<file path="src/rtl/keypad_pkg.sv">
// Shared types and constants for the keypad front end: scanner state encoding,
// special key codes and the row/column to key-code map.
package keypad_pkg;

    typedef enum logic [1:0] {
        SCAN,
        DEBOUNCE,
        EMIT,
        WAIT_RELEASE
    } state_t;

    localparam logic [3:0] KEY_NONE = 4'hF;
    localparam logic [3:0] KEY_STAR = 4'hA;
    localparam logic [3:0] KEY_HASH = 4'hB;

    // row_sel and col_sel are one-hot; anything else maps to KEY_NONE
    function automatic logic [3:0] key_code(input logic [3:0] row_sel, input logic [2:0] col_sel);
        int r;
        int c;
        r = 0;
        c = 0;
        case (row_sel)
            4'b0001: r = 0;
            4'b0010: r = 1;
            4'b0100: r = 2;
            4'b1000: r = 3;
            default: return KEY_NONE;
        endcase
        case (col_sel)
            3'b001:  c = 0;
            3'b010:  c = 1;
            3'b100:  c = 2;
            default: return KEY_NONE;
        endcase
        if (r == 3) begin
            case (c)
                0:       return KEY_STAR;
                1:       return 4'h0;
                default: return KEY_HASH;
            endcase
        end
        return 4'(r * 3 + c + 1);
    endfunction

endpackage

</file>
<file path="src/rtl/keypad_scanner_if.sv">
// Keypad-side bundle: row returns in, column drive and key event outputs.
interface keypad_scanner_if;
    logic [3:0] row;
    logic [2:0] col;
    logic [3:0] key;
    logic       key_valid;
    logic       pressed;

    modport slave  (input row, output col, output key, output key_valid, output pressed);
    modport master (output row, input col, input key, input key_valid, input pressed);
endinterface

</file>
<file path="src/rtl/keypad_sync.sv">
// Two-flop synchroniser with asynchronous active-high reset.
module keypad_sync #(
    parameter int WIDTH = 4
) (
    input  logic             clk,
    input  logic             reset,
    input  logic [WIDTH-1:0] d,
    output logic [WIDTH-1:0] q
);
    logic [WIDTH-1:0] meta;

    always_ff @(posedge clk or posedge reset) begin
        if (reset) begin
            meta <= '0;
            q    <= '0;
        end else begin
            meta <= d;
            q    <= meta;
        end
    end
endmodule

</file>
<file path="src/rtl/keypad_scanner.sv">
// 4x3 matrix keypad scanner: column scan, press/release debounce and key encoding
// with one single-cycle key_valid pulse per accepted press.
module keypad_scanner
    import keypad_pkg::*;
#(
    parameter int SCAN_CYCLES     = 4,
    parameter int DEBOUNCE_CYCLES = 16
) (
    input  logic              clk,
    input  logic              reset,
    keypad_scanner_if.slave   kp
);
    localparam int CNT_MAX = (SCAN_CYCLES > DEBOUNCE_CYCLES) ? SCAN_CYCLES : DEBOUNCE_CYCLES;
    localparam int CW      = (CNT_MAX > 1) ? $clog2(CNT_MAX) : 1;
    localparam logic [CW-1:0] SCAN_LAST = CW'(SCAN_CYCLES - 1);
    localparam logic [CW-1:0] DEB_LAST  = CW'(DEBOUNCE_CYCLES - 1);

    state_t        state, state_n;
    logic [3:0]    srow;
    logic [2:0]    col_q, col_n;
    logic [CW-1:0] cnt, cnt_n;
    logic [3:0]    cap_row, cap_n;
    logic [3:0]    key_q, key_n;
    logic          kv_q, kv_n;
    logic          pressed_q, pressed_n;
    logic [2:0]    col_next;

    keypad_sync #(.WIDTH(4)) u_sync (
        .clk   (clk),
        .reset (reset),
        .d     (kp.row),
        .q     (srow)
    );

    assign col_next = {col_q[1:0], col_q[2]};

    always_ff @(posedge clk or posedge reset) begin
        if (reset) begin
            state     <= SCAN;
            col_q     <= 3'b001;
            cnt       <= '0;
            cap_row   <= '0;
            key_q     <= KEY_NONE;
            kv_q      <= 1'b0;
            pressed_q <= 1'b0;
        end else begin
            state     <= state_n;
            col_q     <= col_n;
            cnt       <= cnt_n;
            cap_row   <= cap_n;
            key_q     <= key_n;
            kv_q      <= kv_n;
            pressed_q <= pressed_n;
        end
    end

    always_comb begin
        state_n = state;
        case (state)
            SCAN:         if (cnt == SCAN_LAST && $onehot(srow)) state_n = DEBOUNCE;
            DEBOUNCE: begin
                if (srow != cap_row)     state_n = SCAN;
                else if (cnt == DEB_LAST) state_n = EMIT;
            end
            EMIT:         state_n = WAIT_RELEASE;
            WAIT_RELEASE: if (srow == '0 && cnt == DEB_LAST) state_n = SCAN;
            default:      state_n = SCAN;
        endcase
    end

    // key/key_valid/pressed are loaded on the DEBOUNCE->EMIT edge so the
    // registered pulse is visible for exactly the one cycle spent in EMIT.
    always_comb begin
        col_n     = col_q;
        cnt_n     = cnt;
        cap_n     = cap_row;
        key_n     = key_q;
        kv_n      = 1'b0;
        pressed_n = pressed_q;
        case (state)
            SCAN: begin
                if (cnt == SCAN_LAST) begin
                    cnt_n = '0;
                    if ($onehot(srow)) cap_n = srow;
                    else               col_n = col_next;
                end else begin
                    cnt_n = cnt + CW'(1);
                end
            end
            DEBOUNCE: begin
                if (srow != cap_row) begin
                    cnt_n = '0;
                    col_n = col_next;
                end else if (cnt == DEB_LAST) begin
                    cnt_n     = '0;
                    key_n     = key_code(cap_row, col_q);
                    kv_n      = 1'b1;
                    pressed_n = 1'b1;
                end else begin
                    cnt_n = cnt + CW'(1);
                end
            end
            EMIT: cnt_n = '0;
            WAIT_RELEASE: begin
                if (srow != '0) begin
                    cnt_n = '0;
                end else if (cnt == DEB_LAST) begin
                    cnt_n     = '0;
                    pressed_n = 1'b0;
                    col_n     = col_next;
                end else begin
                    cnt_n = cnt + CW'(1);
                end
            end
            default: cnt_n = '0;
        endcase
    end

    assign kp.col       = col_q;
    assign kp.key       = key_q;
    assign kp.key_valid = kv_q;
    assign kp.pressed   = pressed_q;
endmodule

</file>
<file path="src/flat_wrapper.sv">
// flat-port wrapper written by rule: the top's interface ports become plain ports
module keypad_scanner_flat import keypad_pkg::*;
#(
    parameter int SCAN_CYCLES     = 4,
    parameter int DEBOUNCE_CYCLES = 16
)
  (clk, reset, kp_row, kp_col, kp_key, kp_key_valid, kp_pressed);
  keypad_scanner_if kp_i ();
  input  logic clk;
  input  logic reset;
  input wire logic [$bits(kp_i.row)-1:0] kp_row;
  output wire logic [$bits(kp_i.col)-1:0] kp_col;
  output wire logic [$bits(kp_i.key)-1:0] kp_key;
  output wire logic [$bits(kp_i.key_valid)-1:0] kp_key_valid;
  output wire logic [$bits(kp_i.pressed)-1:0] kp_pressed;
  assign kp_i.row = kp_row;
  assign kp_col = kp_i.col;
  assign kp_key = kp_i.key;
  assign kp_key_valid = kp_i.key_valid;
  assign kp_pressed = kp_i.pressed;
  keypad_scanner #(.SCAN_CYCLES(SCAN_CYCLES), .DEBOUNCE_CYCLES(DEBOUNCE_CYCLES)) u_core (.clk(clk), .reset(reset), .kp(kp_i));
endmodule
</file>
<file path="config.mk">
export PLATFORM = sky130hd
export DESIGN_NAME = keypad_scanner_flat
export DESIGN_NICKNAME = d
export VERILOG_FILES = /design/src/rtl/keypad_pkg.sv /design/src/rtl/keypad_scanner_if.sv /design/src/rtl/keypad_sync.sv /design/src/rtl/keypad_scanner.sv /design/src/flat_wrapper.sv
export SDC_FILE = /design/constraint.sdc
export NUM_CORES = 1
export LEC_CHECK = 0
export CAP_MARGIN = 20
export CORE_ASPECT_RATIO = 1.25
export CORE_UTILIZATION = 60
export DETAILED_ROUTE_END_ITERATION = 6
export GPL_TIMING_DRIVEN = 0
export PLACE_DENSITY = 0.91
export SLEW_MARGIN = 15
export SYNTH_ARGS = -nofsm -noshare
export SYNTH_HDL_FRONTEND = slang
export SYNTH_SLANG_ARGS = --single-unit
</file>
<file path="constraint.sdc">
create_clock -name clk -period 6.3 [get_ports clk]
set_input_delay 1.575 -clock clk [delete_from_list [all_inputs] [get_ports clk]]
set_output_delay 1.575 -clock clk [all_outputs]
set_load 0.005 [all_outputs]
</file>
==> results.json, run 1 <==
{
  "ir_drop_mv": 0.227,
  "ios": 15,
  "cp_num_buf_inv": 1,
  "synth_adder_area_share_pct": 9.61,
  "synth_top_family_by_area": "simple AND/OR/NAND/NOR gates",
  "crit_chain": "clkdlybuf4s50_1",
  "crit_type": "reg2out",
  "leakagePower_nw": 0.732,
  "cts.path.max_buffers": 2,
  "synthDistinctLibCells": 36,
  "stdcell_count": 185,
  "reg2reg_from": "u_core.u_sync.q[2]$_DFF_PP0_",
  "max_cap_violations": 0,
  "fin_skew_ns": 0.00142,
  "cts_buffers": 3,
  "hold_end": "u_core.u_sync.q[1]$_DFF_PP0_",
  "min_path_type": "reg2reg",
  "yosys.area_share.simple_pct": 18.6,
  "postSynthAreaPerCell_um2": 10.8,
  "antenna_cells": 0,
  "total_power_mw": 0.507,
  "post_cts_resized": 0,
  "cp_top_family": "flip-flops",
  "num_rows": 19,
  "cts_hold_buf": 0,
  "core_area_mm2": 0.00226,
  "routed_wl_um": 2520,
  "async_flop_share_pct": 100,
  "synth_compound_area_share_pct": 10.9,
  "drc_errors": 0,
  "synth.net_count": 151,
  "hold_start": "u_core.u_sync.meta[1]$_DFF_PP0_",
  "r2r_cells": 9,
  "finalMaxSlewViolations": 0,
  "setup_viol": 0,
  "dieHeight_um": 57.1,
  "ys.flop_type": "dfrtp_1",
  "power_density_mw_per_mm2": 300,
  "ctsRootBufferMaster": "clkbuf_4",
  "timing.rr.end": "u_core.kp.col[1]$_DFFE_PP0P_",
  "reg2reg_slack_ns": 3.71,
  "area.growth.synth_to_final_pct": 16.0,
  "first_pass_iters": 4,
  "grt_pass1_wl_um": 4200,
  "synth-xor-area-share_pct": 6.01,
  "cts.clk_slew.worst_paths_ns": 0.13,
  "clock_sinks": 27,
  "start_util_pct": 64.5,
  "final_hold_viol_count": 0,
  "first_iter_violations": 25,
  "post_cts_buffers": 0,
  "ys_seq_elements": 27,
  "fin_setup_tns_ns": 0,
  "clk_latency_ns": 0.32,
  "synth_edf_count": 0,
  "critPathLaunchType": "register",
  "num_vias": 1041,
  "critPathSlowestCell": "dfstp_2",
  "hold-path-cell-count": 0,
  "slew_headroom_pct": 67.8,
  "ys_seq_area_share_pct": 46.8,
  "cp.required_ns": 4.72,
  "place_inst": 180,
  "drive_gt1_share_pct": 14.3,
  "htreeDepth": 1,
  "dieArea_mm2": 0.00263,
  "fmax_mhz": 333,
  "ant_nets": 0,
  "tightestPinTransition_ns": 0.481,
  "fin_hold_ws_ns": 0.365,
  "antenna_found_initial": 0,
  "portBuffers": 14,
  "rsz0062_at_grt": "no",
  "track_usage_pct": 22.3,
  "wl_per_cell_um": 13.6,
  "synthCells": 135,
  "grt_max_degree": 28,
  "outcome": "finished, final reports clean",
  "final_common_cell": "dfrtp_1",
  "vias_per_cell": 5.63,
  "syn_area_mm2": 0.00146,
  "max_stage_delay_ns": 0.60,
  "cts_tree": "built",
  "ys.warnings.count": 0,
  "overflow": 0,
  "post-route-period-util_pct": 47.6,
  "hpwlAfterDp_um": 2000,
  "path_max_fanout": 7,
  "final_cell_mix": "22 x dfrtp_1, 14 x clkdlybuf4s50_1, 12 x inv_1, 10 x o21ai_0",
  "fin_nets": 171,
  "synthMuxAreaShare_pct": 3.69,
  "endpoint_kind": "output port",
  "die_w_um": 46.1,
  "grt_pass1_vias": 1028,
  "gp_congestion": 0.798,
  "arrival_ns": 1.43,
  "finalCriticalPeriod_ns": 3.00
}
==> flip-flops by register name, indices dropped and copies added (netlist names), named ones only <==
name,count
u_core.cap_row,4
u_core.cnt,4
u_core.kp.col,3
u_core.kp.key,4
u_core.kp.key_valid,1
u_core.kp.pressed,1
u_core.state,1
u_core.u_sync.meta,4
u_core.u_sync.q,4
==> report_power, final <==
group / internal [mW] / switching, mW / total (mW) / leakage (nW)
Clock: 0.0248 / 0.0457 / 0.0705 / 0.0150
Sequential: 0.200 / 0.0167 / 0.217 / 0.329
Combinational: 0.0996 / 0.121 / 0.220 / 0.388
Total: 0.325 / 0.183 / 0.507 / 0.732
==> per-stage QoR <==
stage	utilization [%]	setup WS (ns)	area (um2)
6_report	74.8	3.30	1690
5_1_grt	74.8	3.24	1690
4_1_cts	73.6	3.29	1660
3_5_place_dp	72.5	3.52	1640
3_3_place_gp	72.5	3.56	1640
2_1_floorplan	-	3.92	1460
==> how the worst max path moves through the flow <==
stage / start / slack [ns] / depth (start not counted) / to
finish: u_core.kp.col[0]$_DFFE_PP1P_ / 3.30 / 1 / kp_col[0]
floorplan: u_core.u_sync.q[0]$_DFF_PP0_ / 3.92 / 9 / u_core.kp.col[1]$_DFFE_PP0P_
CTS: u_core.kp.col[0]$_DFFE_PP1P_ / 3.29 / 1 / kp_col[0]
global route: u_core.kp.col[0]$_DFFE_PP1P_ / 3.24 / 1 / kp_col[0]
detailed placement: reset / 3.52 / 2 / u_core.kp.col[1]$_DFFE_PP0P_
global placement: reset / 3.56 / 2 / u_core.kp.col[1]$_DFFE_PP0P_
==> cell families (layout without fill, tap and decap cells) <==
family	after synthesis	in the layout
buf+inv	16	35
fa+ha+maj	10	10
xor+xnor	10	10
compound gates	26	26
flops	27	27
mux	5	5
simple gates	41	41
==> synth_stat cells, types with 2 or more instances <==
library cell | n | area share (%)
mux2_1 | 3 | 2.3
a31oi_1 | 6 | 2.6
nor4b_2 | 2 | 2.1
fa_1 | 2 | 2.7
xnor2_1 | 8 | 4.8
dfrtp_1 | 22 | 38
inv_1 | 12 | 3.1
o21ai_0 | 10 | 3.4
or2_2 | 2 | 0.86
nor3b_1 | 4 | 2.1
and3_1 | 2 | 0.86
nand2_1 | 6 | 1.5
nor2_1 | 6 | 1.5
nor3_1 | 2 | 0.69
dfstp_2 | 5 | 9.0
ha_1 | 8 | 6.9
buf_2 | 3 | 1.0
mux2i_1 | 2 | 1.4
nand3_1 | 5 | 1.7
a21oi_1 | 6 | 2.1
nand4_1 | 2 | 0.86
xor2_1 | 2 | 1.2
or3_1 | 2 | 0.86
==> routing by layer <==
metal	vias up	GRT usage, %	wire length, um
li1	507	-	-
met1	502	23.8	968
met2	25	42.5	1450
met3	7	2.85	62
met4	0	7.56	37
met5	-	0	0
==> final cells by class <==
class	count	area (um2)
multi-input cells	92	712
repair buffers	15	168
well taps	31	38.8
plain buffers	4	18.8
fillers	151	568
clock buffers	4	26.3
inverters	12	45.0
flip-flops and latches	27	682
(Power assumes the default switching activity.)
==> inputs of run 2 (changes only) <==
--- a/config.mk
+++ b/config.mk
@@ -7,10 +7,10 @@
 export LEC_CHECK = 0
 export CAP_MARGIN = 20
 export CORE_ASPECT_RATIO = 1.25
-export CORE_UTILIZATION = 60
+export CORE_UTILIZATION = 50
 export DETAILED_ROUTE_END_ITERATION = 6
 export GPL_TIMING_DRIVEN = 0
-export PLACE_DENSITY = 0.91
+export PLACE_DENSITY = 0.81
 export SLEW_MARGIN = 15
 export SYNTH_ARGS = -nofsm -noshare
 export SYNTH_HDL_FRONTEND = slang
==> constraint.sdc (replaced) <==
create_clock -name clk -period 2.4 [get_ports clk]
set_input_delay 0.6 -clock clk [delete_from_list [all_inputs] [get_ports clk]]
set_output_delay 0.6 -clock clk [all_outputs]
set_load 0.005 [all_outputs]
==> results.json, run 2 (synthesis results as in run 1) <==
{
  "num_vias": 1118,
  "setup_viol": 3,
  "fin_setup_tns_ns": -0.0350,
  "area.growth.synth_to_final_pct": 29.3,
  "dieHeight_um": 62.4,
  "drc_errors": 0,
  "timing.rr.end": "u_core.kp.col[2]$_DFFE_PP0P_",
  "leakagePower_nw": 0.809,
  "ir_drop_mv": 0.533,
  "fmax_mhz": 413,
  "min_path_type": "reg2reg",
  "hpwlAfterDp_um": 2030,
  "path_max_fanout": 3,
  "ant_nets": 0,
  "power_density_mw_per_mm2": 802,
  "first_pass_iters": 4,
  "wl_per_cell_um": 14.6,
  "core_area_mm2": 0.00273,
  "antenna_cells": 0,
  "combPwrFrac_pct": 46.3,
  "antenna_found_initial": 0,
  "reg2reg_slack_ns": -0.02,
  "cts_tree": "built",
  "dieArea_mm2": 0.00314,
  "cts_hold_buf": 0,
  "violations": "negative setup slack",
  "final_cell_mix": "20 x dfrtp_1, 16 x buf_4, 14 x clkdlybuf4s50_1, 10 x o21ai_0, 8 x xnor2_1",
  "ios": 15,
  "hold-path-cell-count": 0,
  "htreeDepth": 1,
  "swShare_pct": 36.1,
  "vias_per_cell": 5.56,
  "grt_pass1_wl_um": 5030,
  "final_common_cell": "dfrtp_1",
  "endpoint_kind": "register",
  "switching_power_mw": 0.546,
  "grt_pass1_vias": 1174,
  "p_int_mw": 0.966,
  "cp.required_ns": 2.64,
  "place_area_mm2": 0.00164,
  "power_frac_seq_pct": 40.1,
  "finalMaxSlewViolations": 0,
  "portBuffers": 14,
  "fin_skew_ns": 0.00381,
  "hold_start": "u_core.u_sync.meta[1]$_DFF_PP0_",
  "fin_nets": 184,
  "slew_headroom_pct": 66.7,
  "total_power_mw": 1.51,
  "ctsRootBufferMaster": "clkbuf_4",
  "final_hold_viol_count": 0,
  "cts.clk_slew.worst_paths_ns": 0.15,
  "clock_sinks": 27,
  "cts.path.max_buffers": 2,
  "critPathLaunchType": "register",
  "design_area_mm2": 0.00188,
  "crit_type": "reg2reg",
  "overflow": 0,
  "rsz0062_at_grt": "yes",
  "first_iter_violations": 29,
  "die_w_um": 50.3,
  "finalCriticalPeriod_ns": 2.42,
  "start_util_pct": 53.3,
  "gp_congestion": 0.807,
  "reg2reg_from": "u_core.u_sync.q[0]$_DFF_PP0_",
  "post-route-period-util_pct": 101,
  "routed_wl_um": 2940,
  "clockPowerShare_pct": 13.6,
  "hold_end": "u_core.u_sync.q[1]$_DFF_PP0_",
  "outcome": "finished, violations left",
  "r2r_cells": 9,
  "drive_gt1_share_pct": 31.7,
  "cts_buffers": 3,
  "tightestPinTransition_ns": 0.499,
  "track_usage_pct": 21.0,
  "arrival_ns": 2.66,
  "layout_setup_ws_ns": -0.0198,
  "num_rows": 21,
  "max_cap_violations": 0,
  "clk_latency_ns": 0.34,
  "grt_max_degree": 28
}
==> run 2: cell count changes in the layout (fill, tap and decap cells not counted), sizes merged <==
cell	change
clkinv	+1
clkbuf	-1
buf	+13
==> run 2: critical path: stages, from the launching register on <==
cell and delay [ns]:
dfrtp_1 0.40, inv_2 0.07, ha_4 0.27, ha_4 0.12, inv_2 0.03, fa_1 0.50
and3_4 0.22, nor4_4 0.04, o32ai_4 0.34, mux2_4 0.34
==> run 2: layout make-up <==
| class | count | area, um2 |
|---|---|---|
| fillers | 210 | 848 |
| multi-input cells | 92 | 788 |
| flip-flops and latches | 27 | 684 |
| repair buffers | 31 | 285 |
| inverters | 12 | 45.0 |
| well taps | 34 | 42.5 |
| clock buffers | 3 | 22.5 |
| plain buffers | 1 | 11.3 |
| clock inverters | 1 | 5.00 |
==> run 2: worst max path at each step <==
stage	start	endpoint	slack, ns
2_1_floorplan	u_core.u_sync.q[0]$_DFF_PP0_	u_core.kp.col[2]$_DFFE_PP0P_	0.02
3_3_place_gp	u_core.u_sync.q[2]$_DFF_PP0_	u_core.kp.col[2]$_DFFE_PP0P_	-0.10
3_5_place_dp	u_core.u_sync.q[1]$_DFF_PP0_	u_core.kp.col[2]$_DFFE_PP0P_	-0.22
4_1_cts	u_core.u_sync.q[2]$_DFF_PP0_	u_core.kp.col[2]$_DFFE_PP0P_	-0.04
5_1_grt	u_core.u_sync.q[0]$_DFF_PP0_	u_core.kp.col[2]$_DFFE_PP0P_	-0.1
6_report	u_core.u_sync.q[0]$_DFF_PP0_	u_core.kp.col[2]$_DFFE_PP0P_	-0.02
==> run 2: through the flow <==
step / setup slack [ns] / hold WS (ns) / utilization [%] / instances
3_5_place_dp: -0.221 / 0.337 / 60.0 / 183
6_report: -0.0198 / 0.367 / 69.0 / 201
3_3_place_gp: -0.103 / 0.331 / 60.0 / 183
5_1_grt: -0.0957 / 0.369 / 69.0 / 201
4_1_cts: -0.0410 / 0.371 / 64.4 / 192
2_1_floorplan: 0.0209 / 0.331 / - / 135
==> run 2: power groups by stage <==
stage / Sequential, mW / Combinational, mW / Clock, mW
floorplan: 0.568 / 0.474 / 0
global placement: 0.573 / 0.544 / 0
detailed placement: 0.578 / 0.578 / 0
CTS: 0.604 / 0.623 / 0.212
global route: 0.619 / 0.783 / 0.226
finish: 0.606 / 0.700 / 0.205
==> run 2: per-layer routing <==
layer	track usage (%)	vias up	wire [um]
met5	0	-	0
met3	2.94	9	69
li1	-	532	-
met4	8.33	0	82
met1	23.1	555	1180
met2	39.2	22	1610
==> run 2: what timing repair did <==
action | in CTS | in global routing
pin swaps | 5 | 8
hold endpoints to repair | 0 | 0
endpoints found under the setup margin | 4 | 4
gates resized for setup | 12 | 10
buffers inserted | 8 | 8
